**src/rtl/ramp_sequencer.sv**
```systemverilog
// Ramp sequencer: paces delta pulses into the ramp generator and
// mirrors its level so the ramp never wraps past 4095.
module ramp_sequencer #(
   parameter int PERIOD_W = 16
) (
   input  logic                clk,
   input  logic                rst_n,
   input  logic                start,
   input  logic                stop,
   input  logic [1:0]          cfg_Y,
   input  logic [PERIOD_W-1:0] cfg_period,
   input  logic [11:0]         cfg_steps,
   input  logic                cfg_mode,
   output logic                ramp_enb,
   output logic                delta,
   output logic [1:0]          Y,
   output logic [11:0]         level,
   output logic [11:0]         step_cnt,
   output logic                busy,
   output logic                done
);

   typedef enum logic [1:0] {IDLE, RUN, HOLD, CLR} state_t;

   state_t state, state_nx;

   logic [PERIOD_W-1:0] period_lat, period_in, cnt, cnt_nx;
   logic [11:0]         steps_lat, level_upd, level_nx, step_nx;
   logic                mode_lat;
   logic [12:0]         dy;
   logic                slot, sat, lim, term, latch;
   logic                ramp_enb_nx, delta_nx, busy_nx, done_nx;

   always_comb begin
      unique case (Y)
         2'b00:   dy = 13'd0;
         2'b01:   dy = 13'd1;
         2'b10:   dy = 13'd16;
         default: dy = 13'd1290;
      endcase
   end

   assign period_in = (cfg_period == '0) ? PERIOD_W'(1) : cfg_period;

   // Level the ramp holds after this edge; the saturation test looks
   // one step beyond it so back-to-back deltas never overshoot.
   assign level_upd = !ramp_enb ? 12'd0
                    : delta     ? level + dy[11:0]
                    :             level;

   assign sat   = ({1'b0, level_upd} + dy) > 13'd4095;
   assign lim   = (steps_lat != 12'd0) && (step_cnt == steps_lat);
   assign slot  = (state == RUN) && (cnt == '0);
   assign term  = slot && (sat || lim);
   assign latch = start && !stop && (state != CLR);

   always_comb begin
      state_nx = state;
      unique case (state)
         IDLE: if (start && !stop) state_nx = RUN;
         RUN: begin
            if (stop)       state_nx = IDLE;
            else if (start) state_nx = CLR;
            else if (term)  state_nx = mode_lat ? CLR : HOLD;
         end
         HOLD: begin
            if (stop)       state_nx = IDLE;
            else if (start) state_nx = CLR;
         end
         default: state_nx = stop ? IDLE : RUN;
      endcase
   end

   always_comb begin
      ramp_enb_nx = (state_nx == RUN) || (state_nx == HOLD);
      busy_nx     = (state_nx == RUN) || (state_nx == CLR);
      delta_nx    = slot && !term && (state_nx == RUN);
      done_nx     = term && !stop && !start;
      level_nx    = (state_nx == IDLE) ? 12'd0 : level_upd;

      step_nx = step_cnt;
      if ((state_nx == IDLE) || (state_nx == CLR))
         step_nx = 12'd0;
      else if (delta_nx)
         step_nx = step_cnt + 12'd1;

      cnt_nx = cnt;
      if ((state == IDLE) && (state_nx == RUN))
         cnt_nx = period_in - PERIOD_W'(1);
      else if ((state_nx == RUN) && ((state == CLR) || slot))
         cnt_nx = period_lat - PERIOD_W'(1);
      else if (state_nx == RUN)
         cnt_nx = cnt - PERIOD_W'(1);
   end

   always_ff @(posedge clk or negedge rst_n) begin
      if (!rst_n) begin
         state      <= IDLE;
         cnt        <= '0;
         period_lat <= '0;
         steps_lat  <= 12'd0;
         mode_lat   <= 1'b0;
         Y          <= 2'b00;
         ramp_enb   <= 1'b0;
         delta      <= 1'b0;
         level      <= 12'd0;
         step_cnt   <= 12'd0;
         busy       <= 1'b0;
         done       <= 1'b0;
      end else begin
         state    <= state_nx;
         cnt      <= cnt_nx;
         ramp_enb <= ramp_enb_nx;
         delta    <= delta_nx;
         level    <= level_nx;
         step_cnt <= step_nx;
         busy     <= busy_nx;
         done     <= done_nx;
         if (latch) begin
            Y          <= cfg_Y;
            period_lat <= period_in;
            steps_lat  <= cfg_steps;
            mode_lat   <= cfg_mode;
         end
      end
   end

endmodule

```
**config.mk**
```make
export PLATFORM = sky130hd
export DESIGN_NAME = ramp_sequencer
export DESIGN_NICKNAME = d
export VERILOG_FILES = /design/src/rtl/ramp_sequencer.sv
export SDC_FILE = /design/constraint.sdc
export NUM_CORES = 1
export LEC_CHECK = 0
export CORE_MARGIN = 4
export CORE_UTILIZATION = 60
export CTS_CLUSTER_DIAMETER = 100
export DETAILED_ROUTE_END_ITERATION = 8
export PLACE_DENSITY_LB_ADDON = 0.2
export SYNTH_ARGS = -nofsm -noshare
export SYNTH_HDL_FRONTEND = slang
export SYNTH_SLANG_ARGS = --single-unit
```
**constraint.sdc**
```tcl
create_clock -name clk -period 14.5 [get_ports clk]
set_input_delay 2.9 -clock clk [delete_from_list [all_inputs] [get_ports clk]]
set_output_delay 2.9 -clock clk [all_outputs]
set_load 0.01 [all_outputs]
```
* After elaboration in Yosys (flattened, before gate mapping)
Cells that the tools add are included. W data, S select, Z words.
Word-level totals: input port bits 35, register bits 77, output and inout bits 30
Operators by class: eq/ne operators 10, order comparisons 1, multiplexer cells 19, add/subtract/negate cells 6, reduce and logical (&&, ||, !) cells 27
Operators with widths (number):
- $mux W16 | 4
- $mux W12 | 5
- $sub A16 B1 Y16 const B | 3
- $pmux W11 S3 | 1
- $logic_not A16 Y1 | 2
- $add A12 B13 Y13 | 1
- $gt A13 B12 Y1 const B | 1
- $add A12 B1 Y12 const B | 1
- $add A12 B12 Y12 | 1
- $eq A12 B12 Y1 | 1
- $mux W2 | 6
- $reduce_bool A12 Y1 | 1
- $logic_and A1 B1 Y1 | 11
- $eq A2 B2 Y1 const B | 5
- $eq A2 B1 Y1 const B | 3
- $logic_not A2 Y1 | 3
- $pmux W2 S3 | 1
- $logic_or A1 B1 Y1 | 5
- $logic_not A1 Y1 | 3
- $reduce_bool A3 Y1 | 1
- $mux W1 | 2
- $ne A2 B2 Y1 const B | 1
- $reduce_bool A2 Y1 | 1

* Depth between registers and ports, before layout
Gate-level depths: netlist of run 1.
word-level depth 17, gate-level depth with buffers 30

* Least setup slack after synthesis of run 1
Ideal clock, no wire load.
path kind reg2reg, start register Y[0], end register cnt[12], slack 8393 ps, data required time 14365 ps, stages on the path, launching flop included 30, period minus slack after synthesis 6107 ps, buffers on the path 4, arrival time 5972 ps, library setup time 135 ps, cells stage by stage dfrtp_1 -> buf_2 -> nor2b_1 -> ha_1 -> ha_1 -> and3_1 -> o41ai_1 -> a21oi_1 -> o21ai_0 -> nand2_1 -> a21oi_1 -> xnor2_1 -> nor2b_1 -> ha_1 -> o311ai_0 -> o21bai_1 -> a21oi_1 -> o41a_1 -> o21ba_2 -> ha_1 -> nor3b_1 -> clkbuf_1 -> buf_2 -> buf_2 -> a211oi_1 -> ha_1 -> nand4_1 -> nor4_1 -> xor2_1 -> o21ai_0
On the way: cells in the longest elaborated chain, start to end 17, elaborated cells between the ends (all ways) 21, those cells by class add/sub (2); order compare (1); eq/ne (3); mux (9); reduce/logical (6)
RTL lines:
- start: declaration | RTL line 16 | output logic [1:0] Y,
- start signal: assignment | RTL line 120 | Y <= cfg_Y;
- $eq A2 B2 Y1 (tied with other cells) | RTL line 35 | unique case (Y)
- $pmux W11 S3 (*) | RTL line 35
- $add A12 B12 Y12 | RTL line 48 | : delta ? level + dy[11:0]
- $mux W12 | RTL line 48
- $mux W12 | RTL line 47 | assign level_upd = !ramp_enb ? 12'd0
- $add A12 B13 Y13 (*) | RTL line 51 | assign sat = ({1'b0, level_upd} + dy) > 13'd4095;
- $gt A13 B12 Y1 (*) | RTL line 51
- $logic_or A1 B1 Y1 (*) | RTL line 54 | assign term = slot && (sat || lim);
- $logic_and A1 B1 Y1 (*) | RTL line 54
- $mux W2 (*) | RTL line 64 | else if (term) state_nx = mode_lat ? CLR : HOLD;
- $mux W2 (*) | RTL line 63 | else if (start) state_nx = CLR;
- $mux W2 (*) | RTL line 62 | if (stop) state_nx = IDLE;
- $pmux W2 S3 (*) | RTL line 59 | unique case (state)
- $eq A2 B1 Y1 (*) | RTL line 88, 90, 92
- $logic_and A1 B1 Y1 | RTL line 90 | else if ((state_nx == RUN) && ((state == CLR) || slot))
- $mux W16 | RTL line 90
- $mux W16 | RTL line 88 | if ((state == IDLE) && (state_nx == RUN))
- end signal: assignment | RTL line 112 | cnt <= cnt_nx;
- end: declaration | RTL line 27 | logic [PERIOD_W-1:0] period_lat, period_in, cnt, cnt_nx;
Every way passes the cells marked *; elsewhere a longest branch is shown, timed or not. A chain may end at the register's enable or synchronous reset.

* Final worst setup path of run 1
start register Y[0], end register cnt[15]
The elaborated chain is that of the path after synthesis.

==> flow_summary_export.csv, run 1 <==
group,metric,value,unit
floorplanning,coreArea,7730,um2
placement,gp_congestion,0.919,
floorplanning,die_h,97.1,um
logic_synthesis,async_reset_ff_share,100,%
logic_synthesis,synth_cell_types,66,
min_path,min_path_type,"flop to flop",
timing,fin_tns_setup,0,ns
drt,detail_route.vias_per_cell,6.02,
finish,drive_gt1_share,13.8,%
cts,clk_pin_slew_worst_paths,0.09,ns
cts,ctsHtreeMaxLevel,3,
setup_path,worstSetupStartpointType,"flop",
power_and_ir_drop,ir_worst_vdd,0.0887,mV
timing,clock.fmax,140,MHz
drt,wl_met3,508,um
timing,final_max_slew_viol_count,0,
timing,grt_setup_unrepaired,"false",
logic_synthesis,syn_area_per_cell,9.84,um2
timing,finalCritPeriodShare,49.4,%
global_route,antenna_found_initial,0,
finish,final_cell_count_no_fill,644,
finish,final_nets,585,
logic_synthesis,synth_edf_count,0,
placement,place_inst,628,
logic_synthesis,synthCells,484,
global_route,grt_pass1_vias,3864,
timing,hold_viol_final,0,
setup_path,timing.rr.end,"cnt[15]",
setup_path,crit_type,"flop to flop",
cts,cts_resized,0,
timing,fin_skew,0.0105,ns
flow_run,cap_violations,0,
drt,first_pass_iters,4,
floorplanning,rows,32,
setup_path,max_stage_delay,0.66,ns
placement,numPortBuffers,64,
drt,drt-initial-drc-count,118,
finish,syn_to_final_growth,18.8,%
setup_path,critPathCaptureType,"flop",
logic_synthesis,ys_seq_area_share,39.9,%
run_status,status,"finished clean",
drt,met1_length,4650,um
setup_path,crit_arrival,7.40,ns
floorplanning,initial_core_util,61.6,%
drt,wl_per_cell,16.9,um
floorplanning,io_pins,65,
setup_path,cp_slowest_cell,"or4_1",
global_route,grt_overflow,0,
finish,layout_common_cells,"dfrtp_1, clkdlybuf4s50_1, nand2_1, mux2_2, nor2_1",
setup_path,rr_startpoint,"Y[0]",
drt,top_layer_used,"met4",
timing,tightest_slew,0.945,ns
drt,num_vias,3874,
min_path,min_from,"period_lat[0]",
power_and_ir_drop,power.total,636,uW
placement,place_hpwl,7900,um
setup_path,critical_path.top_delay_family,"compound AO/OA/AOI/OAI gates",
cts,numCtsBuffers,9,
timing,setup_ws,7.34,ns
setup_path,cp_max_fo,13,
min_path,min_to,"period_lat[0]",
global_route,grt_pass1_wl,18400,um
logic_synthesis,synth_top_flop_cell,"dfrtp_1",
power_and_ir_drop,p_leak,2.28,nW
placement,dp_slack,7.49,ns
power_and_ir_drop,power_density,112,nW/um2
min_path,holdPathStages,2,
logic_synthesis,netlist_area,4760,um2
floorplanning,die_area,9430,um2
cts,cts.path.max_buffers,2,
finish,layout_commonest_cell,"dfrtp_1",
logic_synthesis,ys_warn_count,0,
setup_path,cp.required,14.74,ns
floorplanning,die_x,97.1,um
setup_path,ff2ff_setup_slack,7.34,ns
cts,ctsHoldBuffers,0,
setup_path,cp_num_buf_inv,0,
drt,wl_met2,5510,um
timing,max_slew_margin,37.0,%
drt,antenna_left,0,
cts,cts_sinks,76,
cts,tritoncts,"built",
timing,setup-violations-final,0,
global_route,grt_max_degree,77,
setup_path,worstRegToRegCells,25,
cts,cts_root_buf,"clkbuf_8",
global_route,grt_usage,23.7,%
logic_synthesis,ys_seq_elements,76,
cts,clkLatencyLatePin,0.36,ns
timing,post-route-min-period,7.16,ns
finish,n_fill_cell,549,
drt,routed_wl,10900,um
logic_synthesis,syn_nets,532,
finish,diodes,0,
cts,post-cts-setup-buffers,0,
drt,drcViolationCount,0,
## cell families after synthesis
group                      after synthesis  synth area share (%)
muxes                                   61                  13.8
AOI/OAI and AO/OA                       84                  12.4
DFF                                     76                  39.9
xor gates and xnor gates                33                  6.07
adders and majority gates               13                  3.57
buffers and inverters                   37                  3.65
and+or+nand+nor                        180                  20.5
## synth_stat cells (2+ instances only)
library cell	n	area, um2
xnor2_1	21	184
nand2_1	44	165
and3_1	6	37.5
dfrtp_1	76	1900
ha_1	12	150
nand3_1	16	80.1
o21bai_1	2	15.0
a31o_2	4	35.0
o211ai_1	3	22.5
a211oi_1	2	15.0
and2_1	6	37.5
nor2_1	26	97.6
nand4_1	10	62.6
a31oi_1	5	31.3
nor3b_1	2	15.0
nor2b_1	15	93.8
nor3_1	11	55.1
clkbuf_1	11	41.3
buf_2	6	30.0
nand2b_1	13	81.3
o21ai_0	22	110
inv_1	12	45.0
a41oi_1	2	17.5
o2111ai_1	2	17.5
xor2_1	12	105
nand4b_1	4	35.0
nor4_1	15	93.8
a21oi_1	16	80.1
buf_6	3	33.8
nor4b_1	3	26.3
mux2_2	36	405
mux2i_1	24	240
buf_1	3	11.3
o21ba_2	2	20.0
o21ai_1	4	20.0
o21a_1	3	22.5
## where the power goes
| part | switching, mW | internal, mW |
|---|---|---|
| logic | 0.0877 | 0.0782 |
| clock network | 0.0854 | 0.103 |
| registers | 0.0364 | 0.245 |
| total | 0.210 | 0.426 |
## layout make-up
type,count,area (um2),area share [%]
clock buffers,10,138,2.43
repair buffers,67,661,11.7
clock inverters,6,93.8,1.66
well taps,102,128,2.26
flip-flops and latches,76,1900,33.6
inverters,12,45.0,0.796
multi-input cells,371,2690,47.6
## routing by layer
layer  vias to the layer above  GRT usage [%]
met4                         0           8.10
met5                         -              0
met1                      1892           30.6
met2                       112           40.1
li1                       1846              -
met3                        24           4.52
## metrics by stage
stage	utilization [%]	instance area [um2]	hold slack (ns)
3_3_place_gp	70.2	5430	0.464
5_1_grt	73.2	5660	0.531
6_report	73.2	5660	0.500
2_1_floorplan	-	4760	0.450
4_1_cts	73.2	5660	0.504
3_5_place_dp	70.2	5430	0.473
## sequential cells by signal, summed over array words and instances, names as in the netlist, 2 cells and up
register and count:
cnt 16, period_lat 16, level 12, step_cnt 12, steps_lat 12, Y 2
## how the worst max path moves through the flow
stage | start | endpoint | slack, ns | cells past startpoint
floorplan | Y[0] | cnt[12] | 8.39 | 29
global placement | stop | cnt[15] | 7.78 | 13
detailed placement | Y[0] | cnt[15] | 7.49 | 25
CTS | Y[0] | cnt[15] | 7.39 | 25
global route | Y[0] | cnt[15] | 6.72 | 25
finish | Y[0] | cnt[15] | 7.34 | 25
## worst reg2reg max path: cells and delay by family (launching register included)
kind            cells  cell delay (ns)
mux                 1             0.27
compound gates     11             3.16
flops               1             0.55
simple gates        7             1.87
fa+ha+maj           3             0.69
xor+xnor            3             0.50
Power figures use the tool's default switching activity.
==> run 2: changes to the inputs <==
--- a/config.mk
+++ b/config.mk
@@ -6,7 +6,7 @@
 export NUM_CORES = 1
 export LEC_CHECK = 0
 export CORE_MARGIN = 4
-export CORE_UTILIZATION = 60
+export CORE_UTILIZATION = 56
 export CTS_CLUSTER_DIAMETER = 100
 export DETAILED_ROUTE_END_ITERATION = 8
 export PLACE_DENSITY_LB_ADDON = 0.2
==> constraint.sdc (replaced) <==
create_clock -name clk -period 7.4 [get_ports clk]
set_input_delay 1.48 -clock clk [delete_from_list [all_inputs] [get_ports clk]]
set_output_delay 1.48 -clock clk [all_outputs]
set_load 0.01 [all_outputs]
==> run 2 against run 1 <==
Net effect: first-iteration DRC count is 100% higher; cell count rose by 0.47%; design area grew 0.29%; global-route usage shrank 1.1 points; maximum frequency rose by 2.3%; largest cell class unchanged; highest routed layer unchanged.
==> flow_summary_export.csv, run 2 (synthesized netlist as in run 1, its figures left out) <==
group,metric,value,unit
setup_path,worstSetupStartpointType,"flop",
cts,tritoncts,"built",
timing,tightest_slew,0.963,ns
finish,n_fill_cell,678,
timing,setup_ws,0.402,ns
cts,ctsHoldBuffers,0,
timing,holdWs,0.504,ns
cts,clkLatencyLatePin,0.35,ns
cts,cts_root_buf,"clkbuf_8",
setup_path,critPathCaptureType,"flop",
placement,gp_congestion,0.919,
setup_path,crit_type,"flop to flop",
global_route,grt_overflow,0,
timing,fin_tns_setup,0,ns
drt,num_vias,3878,
finish,final_util,68.7,%
timing,hold_viol_final,0,
flow_run,cap_violations,0,
setup_path,cp_max_fo,12,
timing,post-route-min-period,7.00,ns
finish,drive_gt1_share,13.7,%
setup_path,crit_arrival,7.23,ns
global_route,grt_usage,22.6,%
timing,clock.fmax,143,MHz
drt,antenna_left,0,
floorplanning,die_h,100,um
floorplanning,die_area,10000,um2
cts,ctsHtreeMaxLevel,3,
finish,seq_area,1900,um2
placement,dp_slack,0.354,ns
cts,cts.path.max_buffers,2,
global_route,grt_pass1_vias,3817,
drt,first_pass_iters,4,
floorplanning,initial_core_util,57.7,%
floorplanning,rows,33,
drt,drt-initial-drc-count,236,
global_route,grt_pass1_wl,18300,um
timing,finalCritPeriodShare,94.6,%
drt,routed_wl,10900,um
timing,setup-violations-final,0,
timing,grt_setup_unrepaired,"false",
power_and_ir_drop,ir_worst_vdd,0.133,mV
cts,cts_sinks,76,
placement,numPortBuffers,64,
finish,layout_commonest_cell,"dfrtp_1",
cts,clk_pin_slew_worst_paths,0.08,ns
global_route,antenna_found_initial,0,
power_and_ir_drop,p_leak,2.28,nW
floorplanning,io_pins,65,
timing,fin_skew,0.0115,ns
drt,wl_per_cell,16.9,um
timing,final_max_slew_viol_count,0,
run_status,status,"finished clean",
finish,diodes,0,
finish,final_nets,585,
cts,numCtsBuffers,9,
setup_path,cp.required,7.63,ns
drt,drcViolationCount,0,
placement,place_hpwl,7920,um
finish,multi_input_area,2700,um2
finish,layout_common_cells,"dfrtp_1, clkdlybuf4s50_1, nand2_1, mux2_2, nor2_1",
cts,post-cts-setup-buffers,0,
timing,max_slew_margin,35.8,%
drt,detail_route.vias_per_cell,5.99,
floorplanning,coreArea,8260,um2
finish,top_regs,"cnt: 16 flops, period_lat: 16 flops",
floorplanning,die_x,100,um
finish,syn_to_final_growth,19.1,%
min_path,min_path_type,"flop to flop",
power_and_ir_drop,power_density,220,nW/um2
global_route,grt_max_degree,77,
==> run 2: cell type report <==
cell class	instances	share of cell area [%]
clock buffers	13	2.98
clock inverters	3	1.19
inverters	12	0.794
multi-input cells	371	47.6
flip-flops and latches	76	33.5
well taps	105	2.31
repair buffers	67	11.6
==> run 2: path summary, 6_finish.rpt <==
kind | from | to | slack [ns] | cells past startpoint
setup / recovery | Y[1] | cnt[15] | 0.40 | 25
hold / removal | period_lat[0] | period_lat[0] | 0.50 | 2
setup reg to reg | Y[1] | cnt[15] | 0.40 | 25
hold reg to reg | period_lat[0] | period_lat[0] | 0.50 | 2
max in group asynchronous | rst_n | period_lat[12] | 5.50 | 1
min in group asynchronous | rst_n | period_lat[2] | 1.27 | 1
==> run 2: timing repair <==
| item | CTS | global route |
|---|---|---|
| endpoints found under the hold margin | 0 | 0 |
| gates resized for setup | 0 | 1 |
| setup endpoints to repair | 0 | 4 |
==> run 2: where the power goes <==
part           internal (mW)  leakage, nW  switching [mW]  total [mW]
Combinational          0.153         1.20           0.174       0.328
Clock                  0.218        0.116           0.150       0.368
Sequential             0.481        0.966          0.0701       0.551
Total                  0.852         2.28           0.395        1.25
==> run 2: stage by stage <==
stage | std cells | area (um2) | power (mW)
floorplan | 484 | 4760 | 0.782
global placement | 631 | 5430 | 0.865
detailed placement | 631 | 5430 | 0.881
CTS | 647 | 5670 | 1.25
global route | 647 | 5680 | 1.32
finish | 647 | 5680 | 1.25
==> run 2: per-layer routing <==
layer	up-vias	share of wire [%]	global-route usage [%]
li1	1856	-	-
met1	1896	45	30.3
met2	109	48	36.1
met3	17	5.7	5.07
met4	0	1.6	7.98
met5	-	0	0
==> run 2: critical path, stage by stage (launching register included) <==
cell      delay [ns]
dfrtp_1         0.54
nand2_1         0.25
xnor2_1         0.19
ha_1            0.26
and3_1          0.22
o41ai_1         0.42
a21oi_1         0.20
xnor2_1         0.18
nand2_1         0.09
xnor2_1         0.15
and2_1          0.18
ha_1            0.22
o311ai_0        0.47
o21bai_1        0.23
a21oi_1         0.22
o41a_1          0.19
o21ba_2         0.16
ha_1            0.20
nand4_1         0.21
o21ai_4         0.50
mux2i_1         0.24
o21ai_0         0.13
or4_1           0.70
or3_4           0.43
o31ai_2         0.18
nand3_1         0.10
==> run 3: changes to the inputs <==
--- a/config.mk
+++ b/config.mk
@@ -6,7 +6,7 @@
 export NUM_CORES = 1
 export LEC_CHECK = 0
 export CORE_MARGIN = 4
-export CORE_UTILIZATION = 56
+export CORE_UTILIZATION = 35
 export CTS_CLUSTER_DIAMETER = 100
 export DETAILED_ROUTE_END_ITERATION = 8
 export PLACE_DENSITY_LB_ADDON = 0.2
==> run 3 against run 2 <==
Net effect: clock-buffer cell count is 4 lower; critical endpoint unchanged; setup slack better by 0.21 ns; routed wire length is 9.0% higher; die area is 55% higher; maximum frequency is 3.1% higher; largest cell class unchanged; total power is 11% higher; critical path depth is 2 higher; cell count is 11% higher; global-route usage is 7.1 points lower; clock power is 36% higher.
==> flow_summary_export.csv, run 3 (synthesized netlist as in run 1, its figures left out) <==
group,metric,value,unit
global_route,grt_pass1_wl,19600,um
power_and_ir_drop,power_density,235,nW/um2
setup_path,crit_arrival,7.00,ns
setup_path,worstSetupStartpointType,"flop",
drt,first_pass_iters,4,
cts,cts_sinks,76,
power_and_ir_drop,p_leak,2.34,nW
floorplanning,io_pins,65,
drt,drcViolationCount,0,
setup_path,cp.required,7.62,ns
cts,cts_root_buf,"clkbuf_16",
finish,top_regs,"cnt: 16 flops, period_lat: 16 flops",
floorplanning,rows,42,
timing,fin_skew,0.00623,ns
setup_path,startpoint,"Y[0]",
min_path,holdPathStages,1,
timing,post-route-min-period,6.78,ns
setup_path,crit_type,"flop to flop",
cts,ctsHtreeMaxLevel,3,
drt,routed_wl,11900,um
power_and_ir_drop,comb_power_share,23.6,%
drt,detail_route.vias_per_cell,5.23,
finish,layout_common_cells,"dfrtp_1, clkdlybuf4s50_1, nand2_1, mux2_2, nor2_1",
global_route,antenna_found_initial,0,
cts,tritoncts,"built",
setup_path,critPathCaptureType,"flop",
drt,drt-initial-drc-count,175,
power_and_ir_drop,seq_power_share,40.1,%
min_path,min_path_type,"flop to flop",
finish,n_fill_cell,1305,
global_route,grt_max_degree,77,
floorplanning,initial_core_util,35.8,%
setup_path,rr_startpoint,"Y[0]",
cts,numCtsBuffers,9,
drt,wl_per_cell,16.5,um
timing,clock.fmax,147,MHz
floorplanning,coreArea,13300,um2
floorplanning,die_h,125,um
placement,place_hpwl,8860,um
flow_run,cap_violations,0,
drt,num_vias,3768,
timing,hold_viol_final,0,
placement,gp_congestion,0.864,
timing,finalCritPeriodShare,91.7,%
drt,antenna_left,0,
power_and_ir_drop,power.total,1.38,mW
run_status,status,"finished clean",
cts,ctsHoldBuffers,0,
timing,final_max_slew_viol_count,0,
finish,drive_gt1_share,14.3,%
min_path,min_from,"period_lat[10]",
power_and_ir_drop,swShare,30.2,%
timing,fin_tns_setup,0,ns
timing,tightest_slew,1.07,ns
setup_path,worstRegToRegCells,27,
global_route,grt_overflow,0,
timing,max_slew_margin,28.2,%
placement,numPortBuffers,64,
finish,final_nets,588,
floorplanning,die_x,125,um
floorplanning,die_area,15500,um2
timing,grt_setup_unrepaired,"false",
power_and_ir_drop,switchingPower,418,uW
cts,clkLatencyLatePin,0.34,ns
finish,syn_to_final_growth,23.8,%
setup_path,cp_max_fo,13,
power_and_ir_drop,clock_power_share,36.3,%
cts,clk_pin_slew_worst_paths,0.06,ns
power_and_ir_drop,p_int,966,uW
timing,setup-violations-final,0,
finish,diodes,0,
global_route,grt_usage,15.5,%
finish,layout_commonest_cell,"dfrtp_1",
global_route,grt_pass1_vias,3737,
power_and_ir_drop,ir_worst_vdd,0.118,mV
cts,cts.path.max_buffers,2,
-- run 3: changes by cell type in the layout (fill, tap and decap cells not counted), sizes merged --
cell      change
buf           +3
bufinv        +1
clkbuf        -4
clkinv        +2
clkinvlp      +1
-- run 3: final cells by class --
cell class                      count  area (um2)  area share (%)
Timing Repair Buffer               70         683            11.6
Tap cell                          176         220            3.73
Sequential cell                    76        1900            32.3
Multi-Input combinational cell    371        2710            45.9
Clock inverter                      7         115            1.95
Clock buffer                        9         225            3.82
Inverter                           12        45.0           0.764
-- run 3: stage by stage --
step / hold WS, ns / utilization (%) / setup slack, ns / instance area (um2) / std cells
final: 0.503 / 44.4 / 0.615 / 5900 / 721
after global routing: 0.512 / 44.4 / 0.0322 / 5900 / 721
after CTS: 0.504 / 44.1 / 0.426 / 5860 / 718
after detailed placement: 0.491 / 41.5 / 0.482 / 5520 / 702
after global placement: 0.482 / 41.5 / 0.636 / 5520 / 702
after floorplan: 0.450 / - / 1.29 / 4760 / 484
-- run 3: metal layers --
metal  global-route usage (%)  up-vias  share of wire (%)  wire [um]
met2                     25.7       65                 49       5800
met5                        0        -                  0          0
li1                         -     1869                  -          -
met4                     5.80        0                1.7        199
met1                     20.3     1821                 46       5520
met3                     2.36       13                3.1        369
-- run 3: power groups by stage --
stage / Sequential (mW) / Combinational [mW] / Clock, mW
2_1_floorplan: 0.532 / 0.250 / 0
3_3_place_gp: 0.561 / 0.319 / 0
3_5_place_dp: 0.562 / 0.325 / 0
4_1_cts: 0.555 / 0.327 / 0.517
5_1_grt: 0.564 / 0.367 / 0.534
6_report: 0.554 / 0.327 / 0.502
-- run 3: repair_timing --
item,in CTS,in global routing
buffers inserted,0,3
resized for setup,0,2
endpoints found under the setup margin,0,7
endpoints found under the hold margin,0,0
-- run 3: final timing paths --
kind	end	slack, ns
worst max-delay path	cnt[15]	0.62
worst max register to register	cnt[15]	0.62
max in group asynchronous	cnt[4]	5.47
min in group asynchronous	level[6]	1.30
worst min-delay path	period_lat[10]	0.50
worst min register to register	period_lat[10]	0.50
-- run 3: worst max-delay path, cell delays in order (launching register included) --
cell and delay (ns):
dfrtp_1 0.55, nand2_1 0.24, xnor2_1 0.19, ha_1 0.27, o2111a_1 0.27, o41ai_1 0.35, a21oi_1 0.18, xnor2_1 0.17
nand2_1 0.08, xnor2_1 0.15, and2_1 0.17, ha_1 0.22, nor3_1 0.20, o21ai_0 0.12, o311ai_0 0.15, o21bai_1 0.23
a21oi_1 0.23, o41a_1 0.17, o21ba_2 0.16, ha_1 0.21, nand4_1 0.21, o21ai_4 0.45, mux2i_1 0.27, o21ai_0 0.13
or4_1 0.60, or3_4 0.42, o31ai_2 0.18, nand3_1 0.09
